## config.mk

```make
export PLATFORM = sky130hd
export DESIGN_NAME = frame_tx_sched
export DESIGN_NICKNAME = d
export VERILOG_FILES = /design/src/rtl/frame_tx_sched.sv
export SDC_FILE = /design/constraint.sdc
export NUM_CORES = 1
export LEC_CHECK = 0
export CORE_AREA = 5 5 61 118
export CTS_CLUSTER_SIZE = 16
export DETAILED_ROUTE_END_ITERATION = 6
export DIE_AREA = 0 0 66 123
export GPL_ROUTABILITY_DRIVEN = 1
export PLACE_DENSITY = 0.84
export SETUP_SLACK_MARGIN = 0.05
export SYNTH_ARGS = -nofsm -noshare
export SYNTH_HDL_FRONTEND = slang
export SYNTH_SLANG_ARGS = --single-unit
export TNS_END_PERCENT = 100
```

## constraint.sdc

```tcl
create_clock -name clk -period 7 [get_ports clk]
set_input_delay 0.7 -clock clk [delete_from_list [all_inputs] [get_ports clk]]
set_output_delay 0.7 -clock clk [all_outputs]
set_load 0.005 [all_outputs]
```

## src/rtl/frame_tx_sched.sv

```systemverilog
// Transmit frame scheduler: round-robin grant of two 24-bit payload sources, then serialises
// {HEADER, payload, CHK} LSB-first with a per-bit strobe. Optional FRAME_CNT_EN adds tx_frame_cnt.
module frame_tx_sched #(
    parameter logic [7:0]  HEADER   = 8'b1100_1100,
    parameter int unsigned BIT_DIV  = 5,
    parameter int unsigned GAP_BITS = 4
) (
    input  logic        clk,
    input  logic        rst_n,
    input  logic        req0,
    input  logic        req1,
    input  logic [23:0] data0,
    input  logic [23:0] data1,
    output logic        gnt0,
    output logic        gnt1,
    output logic        ser_o,
    output logic        bit_flag,
    output logic        busy,
`ifdef FRAME_CNT_EN
    output logic [15:0] tx_frame_cnt,
`endif
    output logic        frame_done
);

    localparam int unsigned DIV_W    = $clog2(BIT_DIV);
    localparam int unsigned GAP_LEN  = GAP_BITS * BIT_DIV;
    localparam int unsigned GAP_W    = (GAP_LEN > 1) ? $clog2(GAP_LEN) : 1;
    localparam int unsigned GAP_LASTI = (GAP_LEN == 0) ? 0 : GAP_LEN - 1;

    localparam logic [DIV_W-1:0] LAST_DIV = DIV_W'(BIT_DIV - 1);
    localparam logic [GAP_W-1:0] LAST_GAP = GAP_W'(GAP_LASTI);
    localparam logic [5:0]       LAST_BIT = 6'd39;

    typedef enum logic [1:0] {
        IDLE = 2'd0,
        SEND = 2'd1,
        GAP  = 2'd2
    } state_t;

    state_t           r_state;
    logic             r_gnt0;
    logic             r_gnt1;
    logic             r_ser;
    logic             r_bit_flag;
    logic             r_busy;
    logic             r_frame_done;
    logic             r_prefer1;
    logic [DIV_W-1:0] r_div_cnt;
    logic [5:0]       r_bit_cnt;
    logic [GAP_W-1:0] r_gap_cnt;
    logic [39:0]      r_shift;
`ifdef FRAME_CNT_EN
    logic [15:0]      r_frame_cnt;
`endif

    logic        w_pick0;
    logic        w_pick1;
    logic [23:0] w_payload;
    logic [9:0]  w_sum;
    logic [39:0] w_frame;

    // req1 wins when it is alone or when the pointer says it is its turn.
    always_comb begin
        w_pick1   = req1 & (~req0 | r_prefer1);
        w_pick0   = req0 & ~w_pick1;
        w_payload = w_pick1 ? data1 : data0;
        w_sum     = 10'(HEADER) + 10'(w_payload[23:16]) + 10'(w_payload[15:8])
                  + 10'(w_payload[7:0]);
        w_frame   = {HEADER, w_payload, w_sum[7:0]};
    end

    always_ff @(posedge clk) begin
        if (!rst_n) begin
            r_state      <= IDLE;
            r_gnt0       <= 1'b0;
            r_gnt1       <= 1'b0;
            r_ser        <= 1'b0;
            r_bit_flag   <= 1'b0;
            r_busy       <= 1'b0;
            r_frame_done <= 1'b0;
            r_prefer1    <= 1'b0;
            r_div_cnt    <= '0;
            r_bit_cnt    <= '0;
            r_gap_cnt    <= '0;
            r_shift      <= '0;
`ifdef FRAME_CNT_EN
            r_frame_cnt  <= '0;
`endif
        end else begin
            r_gnt0       <= 1'b0;
            r_gnt1       <= 1'b0;
            r_bit_flag   <= 1'b0;
            r_frame_done <= 1'b0;
            case (r_state)
                IDLE: begin
                    if (w_pick0 | w_pick1) begin
                        r_gnt0     <= w_pick0;
                        r_gnt1     <= w_pick1;
                        r_prefer1  <= w_pick0;
                        r_shift    <= w_frame;
                        r_ser      <= w_frame[0];
                        r_bit_flag <= 1'b1;
                        r_busy     <= 1'b1;
                        r_div_cnt  <= '0;
                        r_bit_cnt  <= '0;
                        r_state    <= SEND;
                    end
                end
                SEND: begin
                    if (r_div_cnt == LAST_DIV) begin
                        r_div_cnt <= '0;
                        if (r_bit_cnt == LAST_BIT) begin
                            r_frame_done <= 1'b1;
                            r_ser        <= 1'b0;
`ifdef FRAME_CNT_EN
                            r_frame_cnt  <= r_frame_cnt + 16'd1;
`endif
                            if (GAP_LEN == 0) begin
                                r_busy  <= 1'b0;
                                r_state <= IDLE;
                            end else begin
                                r_gap_cnt <= '0;
                                r_state   <= GAP;
                            end
                        end else begin
                            r_bit_cnt  <= r_bit_cnt + 6'd1;
                            r_shift    <= {1'b0, r_shift[39:1]};
                            r_ser      <= r_shift[1];
                            r_bit_flag <= 1'b1;
                        end
                    end else begin
                        r_div_cnt <= r_div_cnt + 1'b1;
                    end
                end
                GAP: begin
                    if (r_gap_cnt == LAST_GAP) begin
                        r_busy  <= 1'b0;
                        r_state <= IDLE;
                    end else begin
                        r_gap_cnt <= r_gap_cnt + 1'b1;
                    end
                end
                default: begin
                    r_busy  <= 1'b0;
                    r_ser   <= 1'b0;
                    r_state <= IDLE;
                end
            endcase
        end
    end

    assign gnt0       = r_gnt0;
    assign gnt1       = r_gnt1;
    assign ser_o      = r_ser;
    assign bit_flag   = r_bit_flag;
    assign busy       = r_busy;
    assign frame_done = r_frame_done;
`ifdef FRAME_CNT_EN
    assign tx_frame_cnt = r_frame_cnt;
`endif

endmodule
```

==> impl_metrics.csv <==
group,metric,value,unit
logic_synthesis,synth_seq_cells,62,
logic_synthesis,ys_dominant_reg_cell,"sky130_fd_sc_hd__dfxtp_1",
cts,cts_htree_levels,3,
finish,fill_cell_instance_count_of_the_final_layout,501,
finish,design_area,4300,um^2
setup_path,reg2reg_to,"r_shift[6]$_SDFFE_PN0P_",
global_routing,globalRouteTotalUtil,20.6,%
logic_synthesis,post_synth_instance_area,3480,um^2
detailed_routing,via_count,2999,
finish,final_net_count,511,
timing,final.setup_skew,5.41,ps
die,die_w,66,um
cts,cts.sinks,62,
power_and_ir_drop,pwr-share-seq,36.4,%
cts,path_clk_slew,50,ps
timing,timing.setup.tns,0,ps
setup_path,cp-startpoint,"req0",
power_and_ir_drop,power_per_cell_area,275,nW/um^2
placement,post-dp-hpwl,5520,um
die,chipHeight,123,um
setup_path,worst_setup_path_end_kind,"flop",
global_routing,antenna_found_initial,0,
cts,ctsRootBufferMaster,"sky130_fd_sc_hd__clkbuf_16",
logic_synthesis,yosysMostFrequentCell,"sky130_fd_sc_hd__dfxtp_1",
setup_path,r2r-start,"r_prefer1$_SDFFE_PN0P_",
timing,setup-violations-final,0,
detailed_routing,antenna_left,0,
power_and_ir_drop,leakage_power_of_the_design,0.00173,uW
logic_synthesis,yosys.area.top_type_share,35.7,%
die,core_area,6210,um^2
timing,finalHoldViolations,0,
setup_path,setup_slack_on_the_worst_flop_to_flop_path,3140,ps
placement,io_buffers,57,
setup_path,timing.critical_path.required,7240,ps
status,status,"completed",
global_routing,total_gr_overflow,0,
cts,cts-root-to-sink-buffers,2,
detailed_routing,first_iter_violations,155,
hold_path,hold_path_class,"reg -> reg",
timing,timing_max_transition_violations_final,0,
cts,cts_repair_resize_count,0,
job,cap_violations,0,
logic_synthesis,synth_cell_types,54,
power_and_ir_drop,power_frac_clock,34.1,%
finish,layout_cells_sized_above_1,9.75,%
setup_path,critical_path.endpoint,"r_shift[6]$_SDFFE_PN0P_",
setup_path,startpoint_type,"primary input",
finish,n_antenna_cell,0,
cts,worst_skew_pair.late_latency,330,ps
power_and_ir_drop,total_switching_power,374,uW
timing,post_route_clock_period_utilization,62.8,%
logic_synthesis,synthesis.instances,392,
cts,cts_setup_buffers,0,
cts,cts.hold.buffers_added,0,
logic_synthesis,most_frequent_cells_after_synthesis,"sky130_fd_sc_hd__dfxtp_1 (62), sky130_fd_sc_hd__nand2_1 (46), sky130_fd_sc_hd__a21oi_1 (37), sky130_fd_sc_hd__nor2_1 (37), sky130_fd_sc_hd__ha_1 (15)",
cts,cts_buffers,9,
logic_synthesis,asyncSetResetFlopFracSynth,0,%
power_and_ir_drop,report.power.total,1180,uW
die,initial_utilization,56.0,%
logic_synthesis,ys.warnings.count,0,
setup_path,worstSetupPathType,"in -> reg",
finish,syn_to_final_growth,23.7,%
logic_synthesis,synth_edf_count,0,
placement,place_congestion,0.794,
power_and_ir_drop,power_frac_comb,29.5,%
global_routing,grt_pass1_wl,12800,um
logic_synthesis,synth_area_leader_cell,"sky130_fd_sc_hd__dfxtp_1",
logic_synthesis,yosysSeqAreaShare,35.7,%
timing,max_freq,228,MHz
die,rows,41,
logic_synthesis,yosys-top-cells-area,"sky130_fd_sc_hd__dfxtp_1 (36%), sky130_fd_sc_hd__ha_1 (5.4%), sky130_fd_sc_hd__a21oi_1 (5.3%), sky130_fd_sc_hd__nand2_1 (5.0%), sky130_fd_sc_hd__fa_1 (4.6%)",
detailed_routing,drt-total-wl,7840,um
power_and_ir_drop,power.share.switching,31.6,%
placement,postPlaceCellArea,4030,um^2
timing,finalWorstSetupSlack,2610,ps
power_and_ir_drop,internal-power,811,uW
detailed_routing,drt_drc_violations_left,0,
timing,relative_max_transition_margin,29.9,%
detailed_routing,dr.pass1.iters,4,
setup_path,worst_r2r_path_depth,13,
global_routing,grt_start_max_net_pins,47,
detailed_routing,post_drt_via_cell_ratio,5.69,
logic_synthesis,avgSynthCellArea,8.87,um^2
global_routing,grt_pass1_vias,2793,
timing,finalCriticalPeriod,4390,ps
die,dieArea,8120,um^2
die,io_pins,58,
cts,cts_tree,"done",
detailed_routing,wl_per_cell,14.9,um
power_and_ir_drop,irDropWorstVdd,0.192,mV
setup_path,timing.critical_path.arrival,4630,ps
timing,worst-slew-pin-transition,1050,ps
placement,dp_slack,2260,ps
timing,unrepaired_setup_endpoints_after_global_routing,"no",
logic_synthesis,postSynthNetCount,467,
setup_path,path_max_fanout,26,
area by class of cell:
| cell class | instances | area [um^2] | area share, % |
|---|---|---|---|
| clock buffer | 10 | 239 | 5.55 |
| tap | 86 | 108 | 2.50 |
| inverter | 11 | 41.3 | 0.959 |
| clock inverter | 6 | 37.5 | 0.872 |
| multi-input combinational | 292 | 2040 | 47.5 |
| timing repair buffer | 60 | 593 | 13.8 |
| sequential | 62 | 1240 | 28.8 |
placed cells by master, fill, tap and decap left out, types with 9 or more instances in the layout:
master	netlist	routed
sky130_fd_sc_hd__nor2_1	37	37
sky130_fd_sc_hd__clkbuf_16	0	9
sky130_fd_sc_hd__a21oi_1	37	37
sky130_fd_sc_hd__mux2i_1	11	11
sky130_fd_sc_hd__o211ai_1	12	12
sky130_fd_sc_hd__clkdlybuf4s50_1	0	57
sky130_fd_sc_hd__dfxtp_1	62	62
sky130_fd_sc_hd__nand2b_1	14	14
sky130_fd_sc_hd__nand3_1	10	10
sky130_fd_sc_hd__a211o_1	11	11
sky130_fd_sc_hd__o21ai_0	10	10
sky130_fd_sc_hd__nand2_1	46	46
sky130_fd_sc_hd__mux2_2	10	10
sky130_fd_sc_hd__inv_1	10	10
sky130_fd_sc_hd__ha_1	15	15
state kept, by name (all words and copies together), names as in the netlist:
signal      flops
r_gap_cnt       5
gnt0            1
busy            1
r_shift        39
ser_o           1
frame_done      1
r_state         2
r_prefer1       1
r_div_cnt       3
gnt1            1
r_bit_cnt       6
bit_flag        1
routing by layer:
layer	wire (um)	GRT usage, %
met5	0	0
met4	143	8.02
met3	443	5.27
met2	3900	33.5
met1	3360	26.0
kinds of logic after synthesis:
group / Yosys count / synth area share, %
fa+ha+maj: 23 / 10.0
simple gates: 129 / 17.4
compound gates: 108 / 21.3
mux: 21 / 6.40
xor+xnor: 11 / 3.60
flops: 62 / 35.7
buf+inv: 38 / 5.61
worst min path at each step:
stage                          endpoint  cells after the start                      from  slack [ps]
6_report       r_shift[13]$_SDFFE_PN0P_                      2  r_shift[13]$_SDFFE_PN0P_         450
3_3_place_gp   r_shift[25]$_SDFFE_PN0P_                      2  r_shift[25]$_SDFFE_PN0P_         440
5_1_grt        r_shift[10]$_SDFFE_PN0P_                      2  r_shift[10]$_SDFFE_PN0P_         470
2_1_floorplan  r_shift[14]$_SDFFE_PN0P_                      2  r_shift[14]$_SDFFE_PN0P_         430
3_5_place_dp   r_shift[22]$_SDFFE_PN0P_                      2  r_shift[22]$_SDFFE_PN0P_         440
4_1_cts        r_shift[22]$_SDFFE_PN0P_                      2  r_shift[22]$_SDFFE_PN0P_         450
worst max-delay path, cell delays in order:
cell                              delay, ps
sky130_fd_sc_hd__clkdlybuf4s50_1        530
sky130_fd_sc_hd__nand2b_1               160
sky130_fd_sc_hd__nand2_2                550
sky130_fd_sc_hd__mux2i_1                250
sky130_fd_sc_hd__fa_1                   480
sky130_fd_sc_hd__fa_1                   490
sky130_fd_sc_hd__inv_1                   40
sky130_fd_sc_hd__ha_1                   220
sky130_fd_sc_hd__fa_1                   410
sky130_fd_sc_hd__a21o_1                 200
sky130_fd_sc_hd__a21oi_1                160
sky130_fd_sc_hd__xnor2_1                130
sky130_fd_sc_hd__nand2_1                 60
sky130_fd_sc_hd__a311oi_1               240
per-stage QoR:
step / cells / hold slack (ps) / utilization [%]
floorplan: 392 / 427 / -
global placement: 511 / 436 / 64.9
detailed placement: 511 / 440 / 64.9
CTS: 527 / 446 / 69.3
global route: 527 / 474 / 69.3
finish: 527 / 445 / 69.3
power by group through the flow:
stage	Clock, uW	Combinational [uW]	Sequential (uW)
after floorplan	0	274	425
after global placement	0	343	434
after detailed placement	0	350	435
after CTS	412	352	429
after global routing	426	394	436
final	404	350	431
(Power assumes the default switching activity.)
